==> src/rtl/fpu_conv_arb.sv <==
// Two-requester round-robin front end for a fixed-latency conversion unit.
// Credit-limited issue, a LAT-deep tag tracker and a 2-entry response FIFO per requester.

module fpu_conv_arb_lane #(
    parameter int TAGW = 5
) (
    input  logic            sys_clk,
    input  logic            rstn,
    input  logic            grant,
    input  logic            retire,
    input  logic            push,
    input  logic [31:0]     push_y,
    input  logic [TAGW-1:0] push_tag,
    input  logic            rsp_ready,
    output logic            credit_ok,
    output logic            rsp_valid,
    output logic [31:0]     rsp_y,
    output logic [TAGW-1:0] rsp_tag,
    output logic            active
);
    logic [1:0]      cnt;
    logic [1:0]      inflight;
    logic [31:0]     y0, y1;
    logic [TAGW-1:0] t0, t1;
    logic            pop;

    assign rsp_valid = (cnt != 2'd0);
    assign pop       = rsp_valid & rsp_ready;
    // Credit counts only registered occupancy; a pop this cycle frees space next cycle.
    assign credit_ok = ({1'b0, cnt} + {1'b0, inflight}) < 3'd2;
    assign rsp_y     = rsp_valid ? y0 : 32'd0;
    assign rsp_tag   = rsp_valid ? t0 : '0;
    assign active    = (cnt != 2'd0) || (inflight != 2'd0);

    always_ff @(posedge sys_clk) begin
        if (!rstn) begin
            cnt      <= 2'd0;
            inflight <= 2'd0;
            y0       <= 32'd0;
            y1       <= 32'd0;
            t0       <= '0;
            t1       <= '0;
        end else begin
            case ({grant, retire})
                2'b10:   inflight <= inflight + 2'd1;
                2'b01:   inflight <= inflight - 2'd1;
                default: inflight <= inflight;
            endcase

            if (push && pop) begin
                if (cnt == 2'd2) begin
                    y0 <= y1;
                    t0 <= t1;
                    y1 <= push_y;
                    t1 <= push_tag;
                end else begin
                    y0 <= push_y;
                    t0 <= push_tag;
                end
            end else if (pop) begin
                y0  <= y1;
                t0  <= t1;
                cnt <= cnt - 2'd1;
            end else if (push) begin
                if (cnt == 2'd0) begin
                    y0 <= push_y;
                    t0 <= push_tag;
                end else begin
                    y1 <= push_y;
                    t1 <= push_tag;
                end
                cnt <= cnt + 2'd1;
            end
        end
    end
endmodule

module fpu_conv_arb #(
    parameter int LAT  = 1,
    parameter int TAGW = 5
) (
    input  logic              sys_clk,
    input  logic              rstn,
    input  logic [1:0]        req_valid,
    output logic [1:0]        req_ready,
    input  logic [63:0]       req_x,
    input  logic [2*TAGW-1:0] req_tag,
    output logic              unit_valid,
    output logic [31:0]       unit_x,
    input  logic [31:0]       unit_y,
    input  logic              unit_out_valid,
    output logic [1:0]        rsp_valid,
    input  logic [1:0]        rsp_ready,
    output logic [63:0]       rsp_y,
    output logic [2*TAGW-1:0] rsp_tag,
    output logic              busy,
    output logic              err
);
    logic [1:0]                credit_ok, elig, gnt, retire, push, active;
    logic                      rr, gsel, any_g;
    logic [TAGW-1:0]           gtag;
    logic [LAT:1]              vld_pipe;
    logic [LAT:1]              id_pipe;
    logic [LAT:1][TAGW-1:0]    tag_pipe;

    // Grants are suppressed while in reset so req_ready/unit_valid stay low.
    always_comb begin
        elig  = req_valid & credit_ok & {2{rstn}};
        any_g = |elig;
        gsel  = (elig == 2'b11) ? rr : elig[1];
        gnt   = any_g ? (2'b01 << gsel) : 2'b00;
        gtag  = req_tag[TAGW*gsel +: TAGW];
    end

    assign req_ready  = gnt;
    assign unit_valid = any_g;
    assign unit_x     = any_g ? req_x[32*gsel +: 32] : 32'd0;
    assign busy       = |active;

    always_ff @(posedge sys_clk) begin
        if (!rstn) begin
            vld_pipe <= '0;
            id_pipe  <= '0;
            tag_pipe <= '0;
            rr       <= 1'b0;
            err      <= 1'b0;
        end else begin
            vld_pipe[1] <= any_g;
            id_pipe[1]  <= gsel;
            tag_pipe[1] <= gtag;
            for (int k = 2; k <= LAT; k++) begin
                vld_pipe[k] <= vld_pipe[k-1];
                id_pipe[k]  <= id_pipe[k-1];
                tag_pipe[k] <= tag_pipe[k-1];
            end
            if (any_g)
                rr <= ~gsel;
            if (unit_out_valid != vld_pipe[LAT])
                err <= 1'b1;
        end
    end

    for (genvar i = 0; i < 2; i++) begin : g_lane
        // A tracked op always retires its credit, even if the unit dropped its result.
        assign retire[i] = vld_pipe[LAT] && (id_pipe[LAT] == 1'(i));
        assign push[i]   = retire[i] && unit_out_valid;

        fpu_conv_arb_lane #(.TAGW(TAGW)) u_lane (
            .sys_clk   (sys_clk),
            .rstn      (rstn),
            .grant     (gnt[i]),
            .retire    (retire[i]),
            .push      (push[i]),
            .push_y    (unit_y),
            .push_tag  (tag_pipe[LAT]),
            .rsp_ready (rsp_ready[i]),
            .credit_ok (credit_ok[i]),
            .rsp_valid (rsp_valid[i]),
            .rsp_y     (rsp_y[32*i +: 32]),
            .rsp_tag   (rsp_tag[TAGW*i +: TAGW]),
            .active    (active[i])
        );
    end
endmodule
==> config.mk <==
export PLATFORM = sky130hd
export DESIGN_NAME = fpu_conv_arb
export DESIGN_NICKNAME = d
export VERILOG_FILES = /design/src/rtl/fpu_conv_arb.sv
export SDC_FILE = /design/constraint.sdc
export NUM_CORES = 1
export LEC_CHECK = 0
export BUFFER_PORTS_ARGS = -buffer_cell sky130_fd_sc_hd__buf_2
export CAP_MARGIN = 20
export CORE_MARGIN = 1.5
export CORE_UTILIZATION = 25
export DETAILED_ROUTE_END_ITERATION = 10
export PLACE_DENSITY = 0.44
export SYNTH_ARGS = -nofsm -noshare
export SYNTH_HDL_FRONTEND = slang
export SYNTH_SLANG_ARGS = --single-unit
==> constraint.sdc <==
create_clock -name sys_clk -period 3.4 [get_ports sys_clk]
set_input_delay 0.34 -clock sys_clk [delete_from_list [all_inputs] [get_ports sys_clk]]
set_output_delay 0.34 -clock sys_clk [all_outputs]
set_load 0.01 [all_outputs]
==> Word level (Yosys, flattened, before mapping) <==
Cells that the tools add are included.
{ "classes": {"n_addsub": 10, "mul": 1, "order_cmp": 2, "eq_ne": 14, "n_shift": 3, "muxes": 53, "bitwise": 8, "reduce_logical": 32} }
{ "ops": {"columns": ["operator", "n"], "rows": [
  ["two-way mux 32 bit", 23],
  ["two-way mux 5 bit", 22],
  ["indexed part select 64 x 7 -> 32 bit", 1],
  ["nonzero test 2 bit", 10],
  ["nonzero test 3 bit", 4],
  ["equality test 2 bit, second input constant", 5],
  ["two-way mux 2 bit", 5],
  ["indexed part select 10 x 5 -> 5 bit", 1],
  ["adder 2 x 1 -> 2 bit, second input constant", 4],
  ["!= test 2 bit, second input constant", 4],
  ["one-hot mux 2 bit (2 select lines)", 2],
  ["AND reduction 2 bit", 4],
  ["AND reduction 4 bit", 2],
  ["subtractor 2 x 1 -> 2 bit, second input constant", 4],
  ["adder 2 x 2 -> 3 bit", 2],
  ["logical AND 1 bit", 6],
  ["less-than comparator 3 x 2 -> 1 bit, second input constant", 2],
  ["AND 2 bit", 2],
  ["equality test 2 x 1 -> 1 bit, second input constant", 2],
  ["logical NOT 2 bit", 2],
  ["multiplier 3 x 1 -> 4 bit, first input constant", 1],
  ["!= test 2 x 1 -> 1 bit, second input constant", 2],
  ["NOT 1 bit", 4],
  ["OR reduction 2 bit", 2],
  ["other kinds (5)", 7]
]} }
{ "word_totals": {"register_bits": 165, "elab_cells": 140} }

==> Depth between registers and ports, before layout <==
{ "logic_depth": {"word_depth": 10, "depth_mapped": 12, "ltp_nobuf": 9} }

==> By module <==
Synthesis repeated with hierarchy kept, for this count alone.
{ "unflattened": {"hier_cells": 1090, "area_unflattened_um2": 9706.8} }
{ "modules_own_cells": {"columns": ["mod", "n_inst", "cells_each", "area_each_um2", "seq_area_each_um2"], "rows": [
  ["fpu_conv_arb_lane (g_lane[0].u_lane)", 1, 503, 4495.6, 1561.5],
  ["fpu_conv_arb_lane (g_lane[1].u_lane)", 1, 503, 4491.8, 1561.5],
  ["fpu_conv_arb", 1, 84, 719.4, 180.2]
]} }

==> Worst setup path before layout <==
No wires, ideal clock.
{ "synth_timing": {"path_kind": "reg-to-reg", "from": "register g_lane[1].u_lane.cnt[0]", "to": "register g_lane[0].u_lane.inflight[1]", "t_arrival_ps": 2842, "path_slack_ps": 482, "path_stages_with_launch": 12, "n_path_buf": 3, "synth_period_minus_slack_ps": 2918, "cell_sequence": "dfxtp_1 > buf_2 > clkbuf_1 > and2_1 > fa_1 > and4bb_2 > a21oi_2 > buf_2 > inv_1 > ha_1 > or3_1 > a21boi_0"} }
{ "synth_via": {"elab_chain_cells": 10} }
{ "synth_lines": {"columns": ["item", "line", "source"], "rows": [
  ["from (decl)", "21", "logic [1:0] cnt;"],
  ["from (signal assigned)", "63", "cnt <= cnt - 2'd1;"],
  ["from (signal assigned)", "72", "cnt <= cnt + 2'd1;"],
  ["adder 2 x 2 -> 3 bit (*)", "30", "assign credit_ok = ({1'b0, cnt} + {1'b0, inflight}) < 3'd2;"],
  ["less-than comparator 3 x 2 -> 1 bit (*)", "30", null],
  ["AND 2 bit (*) (2 in series)", "108", "elig = req_valid & credit_ok & {2{rstn}};"],
  ["equality test 2 bit", "110", "gsel = (elig == 2'b11) ? rr : elig[1];"],
  ["two-way mux 1 bit", "110", null],
  ["<< shifter 1 x 1 -> 2 bit", "111", "gnt = any_g ? (2'b01 << gsel) : 2'b00;"],
  ["two-way mux 2 bit (*)", "111", null],
  ["named net g_lane[0].u_lane.grant", "9", "input logic grant,"],
  ["equality test 2 x 1 -> 1 bit / equality test 2 bit (equally long branches)", "44", "case ({grant, retire})"],
  ["one-hot mux 2 bit (2 select lines) / nonzero test 2 bit (equally long branches)", null, null],
  ["to (signal assigned)", "45", "2'b10: inflight <= inflight + 2'd1;"],
  ["to (signal assigned)", "46", "2'b01: inflight <= inflight - 2'd1;"],
  ["to (signal assigned)", "47", "default: inflight <= inflight;"],
  ["to (decl)", "22", "logic [1:0] inflight;"]
]} }
Mark *: on every way through the listed nets, which the timed path passes. The rest lies on a longest branch.
A chain may end at the register's enable or synchronous reset.

==> Worst setup path in the final report <==
{ "layout_timing": {"from": "register g_lane[1].u_lane.cnt[0]", "to": "output port unit_x[23]"} }
{ "layout_via": {"elab_chain_cells": 8} }
{ "layout_lines": {"columns": ["item", "line", "source"], "rows": [
  ["adder 2 x 2 -> 3 bit (*)", "30", null],
  ["less-than comparator 3 x 2 -> 1 bit (*)", "30", null],
  ["AND 2 bit (*) (2 in series)", "108", null],
  ["equality test 2 bit", "110", null],
  ["two-way mux 1 bit", "110", null],
  ["indexed part select 64 x 7 -> 32 bit", "117", "assign unit_x = any_g ? req_x[32*gsel +: 32] : 32'd0;"],
  ["two-way mux 32 bit (*)", "117", null],
  ["to (decl)", "89", "output logic [31:0] unit_x,"]
]} }
Every way passes the cells marked *; elsewhere a longest branch is shown, timed or not.

==> results.md <==
Synthesis:
- The number of warnings issued by yosys is 0.
- After synthesis, flip-flops and latches occupy 40.2% of the total area.
- The synthesized instance count is 1024.
- The synthesized netlist occupies a cell area of 0.00823 mm2.
- The most used flip-flop cell after synthesis is sky130_fd_sc_hd__dfxtp_1.
- Sorting the synthesized cells by area gives the leading types as sky130_fd_sc_hd__dfxtp_1, sky130_fd_sc_hd__nand2_1, sky130_fd_sc_hd__a22o_1, sky130_fd_sc_hd__and2_1, sky130_fd_sc_hd__a31oi_1.
- Synthesis produced a netlist with a net count of 1145.
- The fraction of registers with async set/reset is 0%.
- The top-area cell type share of the netlist area is 40.2%.
- The average cell area after synthesis is 8.03 um2.
- The synthesized design contains 0 enable-type register cells.
- Synthesis instantiated 49 different standard cells from the library.
- Synthesis inferred 165 register bits.
- The biggest area contributor in the post-synthesis netlist is sky130_fd_sc_hd__dfxtp_1.

Setup path:
- The timing startpoint of the critical path is g_lane[1].u_lane.cnt[0].
- The type of element launching the critical path is a flop.
- The data arrival time at the worst-slack endpoint is 2820 ps.
- The critical setup path kind is reg -> out.
- STA classifies the critical path endpoint as an output port.
- The required time at the endpoint of the critical path is 3060 ps.
- The most numerous cell type found on the critical path is sky130_fd_sc_hd__buf_4.
- Walking the worst path, the cells encountered are buf_4 -> and2_1 -> fa_1 -> and4bb_2 -> a21oi_2 -> buf_4 -> a22o_1 -> buf_2.
- The critical path buffer and inverter count is 3.
- Along the worst path, the maximum fanout reaches 33.
- The largest delay contributor family on the critical path is buffers and inverters.
- The highest cell delay on the worst timing path is 550 ps.
- The cell type of the slowest stage on the worst timing path is sky130_fd_sc_hd__fa_1.
- The startpoint identified for the worst register-to-register timing path is g_lane[1].u_lane.cnt[1].

Floorplanning:
- The starting density of the core is 25.3%.
- The chip height is 184 um.
- The die covers 0.0340 mm2.
- 226 I/O pins were placed.
- The standard cell core area is 0.0325 mm2.
- The die outline width is 184 um.
- The placement row count is 66.

CTS:
- TritonCTS built the clock tree.
- The number of sinks driven by the clock tree is 165.
- The cell sitting at the root of the clock tree is a sky130_fd_sc_hd__clkbuf_16.
- Buffers inserted during clock tree synthesis total 17.
- The maximum number of buffers from clock root to sink is 2.
- Buffers inserted to repair hold after CTS numbered 0.
- The H-tree was split into 4 levels.
- Post-CTS timing repair inserted 0 buffers for setup.
- Gates resized during post-CTS repair numbered 0.
- The clock-pin slew of the registers on the worst-case setup and hold paths is 70 ps.
- The clock insertion delay at the later pin of the skew report is 440 ps.

Hold path:
- The worst hold path begins at req_tag[8].
- The worst hold-check path type is in -> reg.

Placement:
- The total placed cells including tap cells is 1610.
- The final RePlAce weighted congestion is 0.855.
- The HPWL after detailed placement is 17.0 mm.
- Input and output buffers added on the ports amount to 225.

Power:
- In this run the static leakage power is 0.00429 uW.
- Summing internal, switching and leakage power gives 5730 uW.
- IR analysis of the VDD net gives a maximum drop of 0.293 mV.
- In this run the power density over the cells is 558 mW/mm2.

Flow run:
- The max capacitance violation total is 0.

Global route:
- In the global route stage, overall resource usage came out at 15.5%.
- Entering global routing, the biggest net connects 104 pins.
- The first-pass GRT wire length is 40.7 mm.
- The remaining global-route overflow is 0.
- The number of global-route vias before repair is 7139.
- The number of antenna violations at the first check in global routing was 2.

Timing:
- Setup repair after global routing left no endpoint under its margin.
- Static timing analysis puts the maximum clock frequency at 0.317 GHz.
- The sum of negative setup slack is 0 ps.
- The final hold violation count was 0.
- The number of max-slew violations in the final report was 0.
- The share of the clock period used by the worst path is 92.9%.
- The clock arrives with 10.5 ps of skew.
- Setup violations remaining at the end of the flow were counted as 0.
- The slew at the pin closest to its max-slew limit is 1030 ps.
- The worst slew slack as a fraction of its limit is 31.3%.
- The post-layout minimum cycle time is 3160 ps.

Detailed routing:
- The first detailed-routing pass took 5 iterations.
- The detail route stage leaves a number of antenna-violating nets equal to 0.
- Dividing the detail-routed wire length by the instance count gives 16.0 um.
- The detailed router finished its first iteration with 494 violations.
- In the routed layout, each cell is associated on average with a via count of 4.67.
- The number of design rule violations left after detail routing is 0.
- The total length of routed wires is 26.2 mm.
- The routed layout has 7670 vias.

Finish:
- Relative to the synthesized area, the layout overhead comes to 24.8%.
- In the final layout, the share of cells above drive strength 1 is 24.6%.
- The number of standard cells in the final layout excluding fillers is 1643.
- The layout has 3525 filler cells.
- The net count reported at finish is 1308.

Outcome:
- The flow ran to the end, and the final reports show no timing, DRC or antenna violations.
routing by layer:
metal  vias up  GRT usage, %  part of all wire, %
li1       3937             -                    -
met1      3488          20.7                   48
met2       222          24.6                   45
met3        23          3.50                  5.3
met4         0          5.44                  2.0
met5         -             0                    0
worst register-to-register path, delay by kind of cell (launching register included):
family / cells / cell delay [ps]
flops: 1 / 500
simple gates: 2 / 260
buf+inv: 2 / 490
compound gates: 3 / 1030
fa+ha+maj: 1 / 340
placed cells by master (no fill, tap or decap), types with 2 or more instances in the layout:
cell type                     n
sky130_fd_sc_hd__o21ai_4      3
sky130_fd_sc_hd__buf_2      224
sky130_fd_sc_hd__o21ai_1     87
sky130_fd_sc_hd__inv_6        8
sky130_fd_sc_hd__nor2b_1      8
sky130_fd_sc_hd__fa_1         2
sky130_fd_sc_hd__nor3_1       2
sky130_fd_sc_hd__inv_8        3
sky130_fd_sc_hd__and2_1      83
sky130_fd_sc_hd__nor2_1       3
sky130_fd_sc_hd__a22oi_1     36
sky130_fd_sc_hd__nand3_1     38
sky130_fd_sc_hd__a21boi_0     4
sky130_fd_sc_hd__buf_12       6
sky130_fd_sc_hd__inv_1        8
sky130_fd_sc_hd__dfxtp_1    164
sky130_fd_sc_hd__nand2_1    227
sky130_fd_sc_hd__bufinv_16    2
sky130_fd_sc_hd__a22o_1      68
sky130_fd_sc_hd__buf_4       14
sky130_fd_sc_hd__or3_1        3
sky130_fd_sc_hd__clkbuf_16   17
sky130_fd_sc_hd__a31oi_1     73
sky130_fd_sc_hd__o21ai_0     33
sky130_fd_sc_hd__a21boi_1    37
sky130_fd_sc_hd__ha_1         5
sky130_fd_sc_hd__nand2b_1     2
sky130_fd_sc_hd__mux2i_1      5
sky130_fd_sc_hd__xnor2_1      6
state kept, by name (all words and copies together) (netlist names):
register	cells
err	1
g_lane.u_lane.cnt	4
g_lane.u_lane.inflight	4
g_lane.u_lane.t0	10
g_lane.u_lane.t1	10
g_lane.u_lane.y0	64
g_lane.u_lane.y1	64
id_pipe	1
rr	1
tag_pipe	5
vld_pipe	1
path summary, 6_finish.rpt:
kind	slack, ps	depth (start not counted)	endpoint
max	240	8	unit_x[23]
min	170	3	tag_pipe[3]
max reg2reg	700	8	g_lane[1].u_lane.y1[30]
min reg2reg	450	2	g_lane[0].u_lane.y1[14]
where the power goes:
part	internal, uW	total [uW]	switching (uW)
Combinational	535	1390	855
Sequential	2170	2300	133
Clock	1120	2040	921
stage by stage:
step                      setup WS (ps)  area [um2]  hold slack (ps)  utilization, %
after floorplan                     482        8230              435               -
after global placement              701        9660              441            29.8
after detailed placement            658        9660              445            29.8
after CTS                           174       10300              151            31.6
after global routing               6.53       10300              164            31.6
final                               241       10300              168            31.6
Yosys cell counts, types with 2 or more instances:
master and number:
sky130_fd_sc_hd__a21boi_0 4, sky130_fd_sc_hd__a21boi_1 37, sky130_fd_sc_hd__a22o_1 68, sky130_fd_sc_hd__a22oi_1 36, sky130_fd_sc_hd__a31oi_1 73, sky130_fd_sc_hd__and2_1 83, sky130_fd_sc_hd__buf_1 4, sky130_fd_sc_hd__buf_2 42
sky130_fd_sc_hd__buf_4 14, sky130_fd_sc_hd__buf_6 6, sky130_fd_sc_hd__clkbuf_1 35, sky130_fd_sc_hd__dfxtp_1 165, sky130_fd_sc_hd__fa_1 2, sky130_fd_sc_hd__ha_1 6, sky130_fd_sc_hd__inv_1 9, sky130_fd_sc_hd__mux2i_1 5
sky130_fd_sc_hd__nand2_1 227, sky130_fd_sc_hd__nand2b_1 2, sky130_fd_sc_hd__nand3_1 38, sky130_fd_sc_hd__nor2_1 3, sky130_fd_sc_hd__nor2b_1 9, sky130_fd_sc_hd__nor3_1 2, sky130_fd_sc_hd__o21a_1 2, sky130_fd_sc_hd__o21ai_0 33
sky130_fd_sc_hd__o21ai_1 88, sky130_fd_sc_hd__or3_1 3, sky130_fd_sc_hd__xnor2_1 6
kinds of logic (layout without fill, tap and decap cells):
group,count (synthesis),in the layout,synth area share (%)
compound gates,353,353,29.0
xor+xnor,7,7,0.745
fa+ha+maj,8,8,1.40
buf+inv,112,288,6.97
flops,165,165,40.2
mux,5,5,0.608
other cells,0,1,0
simple gates,374,374,21.1
cell type report:
class                           count  area [um2]  share of cell area [%]
Sequential cell                   165        3300                    32.2
Tap cell                          442         553                    5.39
Timing Repair Buffer              245        1360                    13.2
Inverter                           11        43.8                   0.427
Clock inverter                     15         180                    1.76
Multi-Input combinational cell    747        4400                    42.8
Antenna cell                        1        2.50                  0.0244
Clock buffer                       17         425                    4.14
No activity file was read; power rests on OpenSTA's default activity.
